[src/rtl/instr_mem_sync.sv]
// Clocked instruction memory with a one-entry registered response, a program-load
// write port, fault detection on fetch addresses and a sticky exit flag.
module instr_mem_sync #(
   parameter int                DATA_W    = 32,
   parameter int                DEPTH     = 32,
   parameter int                ADDR_W    = 32,
   parameter int                BYTE_ADDR = 1,
   parameter int                HALT_EN   = 1,
   parameter logic [DATA_W-1:0] HALT_WORD = '0
) (
   input  logic              clk,
   input  logic              reset,
   input  logic              req_valid,
   output logic              req_ready,
   input  logic [ADDR_W-1:0] req_addr,
   output logic              rsp_valid,
   input  logic              rsp_ready,
   output logic [DATA_W-1:0] rsp_instr,
   output logic              rsp_fault,
   output logic              exit,
   input  logic              load_en,
   input  logic [ADDR_W-1:0] load_addr,
   input  logic [DATA_W-1:0] load_data
);

   localparam int IDX_W = (DEPTH > 1) ? $clog2(DEPTH) : 1;

   // Full-width index compare: high address bits must never alias onto low words.
   function automatic logic addr_ok(input logic [ADDR_W-1:0] a);
      logic [ADDR_W-1:0] idx;
      logic              mis;
      idx = (BYTE_ADDR != 0) ? (a >> 2) : a;
      mis = (BYTE_ADDR != 0) && (a[1:0] != 2'b00);
      return !mis && (idx < ADDR_W'(DEPTH));
   endfunction

   function automatic logic [IDX_W-1:0] addr_idx(input logic [ADDR_W-1:0] a);
      logic [ADDR_W-1:0] idx;
      idx = (BYTE_ADDR != 0) ? (a >> 2) : a;
      return idx[IDX_W-1:0];
   endfunction

   logic [DATA_W-1:0] mem [DEPTH] = '{default: '0};

   logic              vld_p1;
   logic [DATA_W-1:0] instr_p1;
   logic              fault_p1;
   logic              exit_q;
   logic              accept;
   logic              rd_ok;
   logic              halt_hit;

   assign req_ready = !reset && !load_en && !exit_q && (!vld_p1 || rsp_ready);
   assign accept    = req_valid && req_ready;
   assign rd_ok     = addr_ok(req_addr);
   assign halt_hit  = (HALT_EN != 0) && (instr_p1 == HALT_WORD);

   always_ff @(posedge clk) begin
      if (load_en && addr_ok(load_addr)) begin
         mem[addr_idx(load_addr)] <= load_data;
      end
   end

   // Stage p0 -> p1: request address resolves into the response register.
   always_ff @(posedge clk) begin
      if (reset) begin
         vld_p1   <= 1'b0;
         instr_p1 <= '0;
         fault_p1 <= 1'b0;
         exit_q   <= 1'b0;
      end else begin
         if (vld_p1 && rsp_ready && (fault_p1 || halt_hit)) begin
            exit_q <= 1'b1;
         end
         if (accept) begin
            vld_p1   <= 1'b1;
            fault_p1 <= !rd_ok;
            instr_p1 <= rd_ok ? mem[addr_idx(req_addr)] : '0;
         end else if (rsp_ready) begin
            vld_p1 <= 1'b0;
         end
      end
   end

   assign rsp_valid = vld_p1;
   assign rsp_instr = instr_p1;
   assign rsp_fault = fault_p1;
   assign exit      = exit_q;

endmodule

[config.mk]
export PLATFORM = sky130hd
export DESIGN_NAME = instr_mem_sync
export DESIGN_NICKNAME = d
export VERILOG_FILES = /design/src/rtl/instr_mem_sync.sv
export SDC_FILE = /design/constraint.sdc
export NUM_CORES = 1
export LEC_CHECK = 0
export BUFFER_PORTS_ARGS = -buffer_cell sky130_fd_sc_hd__buf_4
export CAP_MARGIN = 20
export CORE_ASPECT_RATIO = 0.9
export CORE_MARGIN = 1.5
export CORE_UTILIZATION = 45
export DETAILED_ROUTE_END_ITERATION = 7
export GPL_ROUTABILITY_DRIVEN = 0
export MAX_ROUTING_LAYER = met4
export PLACE_DENSITY = 0.72
export SYNTH_ARGS = -nofsm -noshare
export SYNTH_HDL_FRONTEND = slang
export SYNTH_SLANG_ARGS = --single-unit
[constraint.sdc]
create_clock -name clk -period 6.25 [get_ports clk]
set_clock_uncertainty 0.1 [all_clocks]
set_input_delay 1.25 -clock clk [delete_from_list [all_inputs] [get_ports clk]]
set_output_delay 1.25 -clock clk [all_outputs]
set_load 0.02 [all_outputs]
# Yosys cells after proc, flatten, opt, wreduce, memory -nomap -nowiden

Memory sizes are Yosys's and may differ from the RTL's.
Cells that the tools add are included.

Bits in registers: 35
Logic and storage cells: 34
Input bits: 101
Bits in latches: 0
ROM bits: 0
Bits in writable memories: 1024
Memories: 1

Memories:

| memory | depth | width | read ports | clocked after memory_dff | write ports | RTL line | RTL |
|---|---|---|---|---|---|---|---|
| mem    | 32    | 32    | 1          | 0                        | 1           | 43       | `logic [DATA_W-1:0] mem [DEPTH] = '{default: '0};` |

Eq/ne operators: 0
Multiply operators: 0
Mux-type cells: 5
Div/mod/pow operators: 0
$add $sub $neg: 0
Shift operators: 0
Reductions and logical operators: 22
Bitwise gates (word level): 0
Order comparisons: 2

Operators by type and width:

| kind                                                                  | count |
|---|---|
| 30-bit by 6-bit < comparator with 1-bit output, second input constant | 2 |
| 32-bit logical NOT                                                    | 1 |
| 32-bit two-way mux                                                    | 1 |
| 1-bit logical AND                                                     | 9 |
| 1-bit logical NOT                                                     | 7 |
| 2-bit nonzero test                                                    | 3 |
| 1-bit two-way mux                                                     | 4 |
| 1-bit logical OR                                                      | 2 |

# Logic depth before layout (Yosys ltp)

Word-level depth: 6
Depth in mapped cells: 9
Mapped depth without buffers: 5

# Worst setup path after synthesis

No wires, ideal clock.

Kind: input to register
Start: input port load_addr[24]
End: memory mem[16][0] (enable)
Path slack: 2170 ps
Library setup time: 421 ps
Arrival: 3559 ps
Required time: 5729 ps
Buffers on the path: 0
Stages on the path: 5
Path through: nor4b_1 -> nand4_1 -> nor3_1 -> nand3b_1 -> nor2_1

Longest elaborated chain between the ends: 5

RTL lines:

| item                                           | RTL line | RTL |
|---|---|---|
| from (decl)                                    | 22       | `input logic [ADDR_W-1:0] load_addr,` |
| 30-bit by 6-bit < comparator with 1-bit output | 34       | `return !mis && (idx < ADDR_W'(DEPTH));` |
| 1-bit logical AND                              | 34       |  |
| 1-bit logical AND                              | 59       | `if (load_en && addr_ok(load_addr)) begin` |
| 1-bit two-way mux                              | 59       |  |
| 1-bit two-way mux (implied by the code)        | 60       | `mem[addr_idx(load_addr)] <= load_data;` |
| to (decl)                                      | 43       |  |

Every way passes these cells.

# Worst setup path in the final report

Start: input port load_addr[24]
End: memory mem[17][31] (enable)

Same word-level chain as after synthesis.

==> results <==
- The worst path uses 69.92% of the clock period.
- In this run the worst path has a maximum fanout of 24.
- The number of DRC violations after detailed-routing iteration 0 is 2762.
- In this run, synthesis inferred 1024 flip-flops with an integrated enable.
- The average detailed-routed wire length per instance is 30.44 µm.
- The number of global-route vias before repair is 20540.
- The smallest clock period supported by the final layout is computed as 4.370 ns.
- Summing over every cut layer, the via total after detailed routing is 20870.
- TritonCTS built the clock tree.
- The die is 318.9 µm wide.
- The number of CTS-inserted buffers is 97.
- Detailed placement finished with a half-perimeter wire length of 63.08 mm.
- The detail route stage leaves a number of antenna-violating nets equal to 0.
- The power density of the placed cells is 310.1 nW/µm².
- Clock latency on the worst-skew pair, taken at its later pin, is 0.67 ns.
- The number of detailed-routing iterations run before antenna repair is 5.
- Summed over all failing endpoints, the final setup total negative slack is 0 ns.
- Sequential cells were found to cover 77.83% of the synthesized design area.
- The type of the worst setup path is input port to flip-flop.
- The total overflow left after global routing is 0.
- The share of final-layout standard cells stronger than drive strength 1 is 23.22%.
- Buffers inserted to repair hold after CTS numbered 0.
- The synthesized area per cell is 20.14 µm².
- The number of buffers added for setup after CTS is 0.
- Across every metal layer, demand over resource in global routing totals 23.19%.
- The worst endpoint data arrival time is 4.63 ns.
- During placement, the flow inserted port buffers numbering 136.
- The worst-case vdd ir drop is 0.2078 mV.
- The most common flop cell mapped by yosys is sky130_fd_sc_hd__edfxtp_1.
- Compared with the post-synthesis result, the final layout area differs by 14.32%.
- For this run, the number of Yosys warnings is 0.
- The net count after synthesis is 2108.
- The worst slack after detailed placement is 1.287 ns.
- The number of antenna violations at the first check in global routing is 4.
- The first-pass GRT wire length is 146.2 mm.
- The pin slew with the least headroom to its limit is 1.107 ns.
- The total number of H-tree levels is 3.
- The tool flagged a number of max-cap violations equal to 0.
- The number of top-level pins is 137.
- The net count of the finished layout is 2257.
- The root buffer cell chosen for the clock tree is sky130_fd_sc_hd__clkbuf_16.
- The static leakage is 14.87 nW.
- The routed wire length is 103.7 mm.
- Once routing completed, OpenROAD measured the worst setup slack at 1.880 ns.
- The flow ran to the end, and the final reports show no timing, DRC or antenna violations.
- The number of endpoints failing setup at the final stage is 0.
- Synthesis handed over a netlist of 2007 instances.
- The cell area after synthesis is 40410 µm².
- The synthesized design contains 1059 register bits.
- The critical path data required time is 6.51 ns.
- Entering global routing, the biggest net connects 100 pins.
- After clock tree synthesis, the repair step resized 0 gates.
- The die is 287.3 µm tall.
- The initial core utilization is 45.34%.
- The per-cell via count in the routed design is 6.123.
- For this design, the sink count on the clock tree is 1059.
- STA classifies the critical path endpoint as a flip-flop.
- The type of the worst min-delay path is flip-flop to flip-flop.
- The clock passes through at most 3 buffers.
- Setup repair after global routing left no endpoint under its margin.
- For this run, design rule violations remaining after detail routing come to 0.
- The total count of max-transition violations in the final report came to 0.
- The area enclosed by the die boundary is 91610 µm².
- The worst setup path is launched from an input port.
- After synthesis, the share of flip-flops with an asynchronous set or reset is 0%.
- The maximum clock frequency is 0.2288 GHz.
- The floorplan row count is 104.
- The relative slew slack is 25.55%.
- Synthesis instantiated 49 different standard cells from the library.
- The placeable core region is 89140 µm².
- Clock-pin slew was measured on the worst setup and hold paths at 0.06 ns.
- The final hold violation count is 0.
[flip-flops by register name (all words and copies together), names as in the netlist]
signal	count
mem	1024
rsp_instr	32
exit	1
rsp_fault	1
rsp_valid	1
[area by class of cell]
cell class	count	area [µm²]
Antenna cell	3	7.507
Tap cell	1166	1459
Sequential cell	1059	31450
Clock buffer	124	2620
Multi-Input combinational cell	830	8640
Fill cell	6739	42940
Timing Repair Buffer	167	1475
Clock inverter	58	543.0
Inverter	1	3.754
[synthesized netlist by cell type, types with 2 or more instances]
cell type	instances	share of area [%]
sky130_fd_sc_hd__nor3_1	4	0.050
sky130_fd_sc_hd__nand3b_1	6	0.11
sky130_fd_sc_hd__buf_4	21	0.39
sky130_fd_sc_hd__mux4_2	130	7.2
sky130_fd_sc_hd__or4_1	2	0.037
sky130_fd_sc_hd__nor2b_1	32	0.50
sky130_fd_sc_hd__mux2_2	17	0.47
sky130_fd_sc_hd__a21oi_1	46	0.57
sky130_fd_sc_hd__and4b_1	3	0.074
sky130_fd_sc_hd__nor4_2	4	0.12
sky130_fd_sc_hd__buf_2	43	0.53
sky130_fd_sc_hd__nor4bb_1	2	0.050
sky130_fd_sc_hd__nor2_1	42	0.39
sky130_fd_sc_hd__a2bb2oi_1	2	0.043
sky130_fd_sc_hd__nand2_1	24	0.22
sky130_fd_sc_hd__or3_1	2	0.031
sky130_fd_sc_hd__buf_6	6	0.17
sky130_fd_sc_hd__o22ai_1	76	1.2
sky130_fd_sc_hd__nor4_1	32	0.50
sky130_fd_sc_hd__o2111ai_1	15	0.33
sky130_fd_sc_hd__a22oi_1	47	0.87
sky130_fd_sc_hd__a22o_1	31	0.67
sky130_fd_sc_hd__buf_1	2	0.019
sky130_fd_sc_hd__nand2b_1	4	0.062
sky130_fd_sc_hd__clkbuf_1	45	0.42
sky130_fd_sc_hd__edfxtp_1	1024	76
sky130_fd_sc_hd__nor3_2	14	0.35
sky130_fd_sc_hd__nand3_1	6	0.074
sky130_fd_sc_hd__nand4_1	20	0.31
sky130_fd_sc_hd__a211oi_1	30	0.56
sky130_fd_sc_hd__mux2i_1	209	5.2
sky130_fd_sc_hd__dfxtp_1	35	1.7
sky130_fd_sc_hd__o31ai_1	15	0.28
[routing by layer]
layer / routed length [µm] / GRT usage, %
met4: 2462 / 5.766
met3: 13210 / 7.962
met5: 0 / -
met1: 42230 / 31.99
met2: 45820 / 33.07
[cells by family after synthesis]
group | synth area share, %
flip-flops | 77.83
AO/OA/AOI/OAI | 4.595
AND/OR/NAND/NOR | 3.149
multiplexers | 12.90
buffers and inverters | 1.536
[worst max-delay path, stage by stage]
cell and delay (ns):
sky130_fd_sc_hd__buf_4 0.11, sky130_fd_sc_hd__nor4b_1 0.53, sky130_fd_sc_hd__nand4_1 0.21, sky130_fd_sc_hd__nor3_1 0.63, sky130_fd_sc_hd__buf_2 0.32, sky130_fd_sc_hd__nand3b_1 0.33
sky130_fd_sc_hd__nor2_4 0.90, sky130_fd_sc_hd__buf_4 0.32
[final timing paths]
path | startpoint | endpoint | slack, ns | cells past startpoint
setup reg to reg | exit | rsp_instr[19] | 3.57 | 5
hold reg to reg | rsp_instr[15] | rsp_instr[15] | 0.41 | 2
hold / removal | rsp_instr[15] | rsp_instr[15] | 0.41 | 2
setup / recovery | load_addr[24] | mem[17][31] | 1.88 | 8
[cells in the final DEF (no fill, tap or decap), drive strengths merged, types with 24 or more instances in the layout]
master and count:
a21oi 46, clkbuf 124, nor2 42, mux2i 209, nand2 24, edfxtp 1024, nor4 36, o22ai 76
mux4 130, nor2b 32, clkinv 40, buf 167, dfxtp 35, a22o 31, a211oi 31, a22oi 47
[report_power, final]
| part | total (mW) | internal [mW] | switching (mW) |
|---|---|---|---|
| clock | 5.90 | 3.34 | 2.56 |
| sequential | 7.77 | 7.77 | 0.000956 |
| combinational | 0.650 | 0.211 | 0.439 |
| total | 14.3 | 11.3 | 3.00 |
[per-stage QoR]
| step | utilization (%) | hold WS [ns] | power [mW] | cell area [µm²] | std cells |
|---|---|---|---|---|---|
| after floorplan | - | 0.4349 | 8.242 | 40410 | 2007 |
| after global placement | 47.97 | 0.4131 | 8.553 | 42750 | 3208 |
| after detailed placement | 47.98 | 0.4061 | 8.570 | 42770 | 3210 |
| after CTS | 51.53 | 0.4141 | 14.36 | 45930 | 3392 |
| after global routing | 51.83 | 0.4466 | 14.65 | 46200 | 3407 |
| final | 51.83 | 0.4149 | 14.33 | 46200 | 3408 |
No activity file was read; power rests on OpenSTA's default activity.
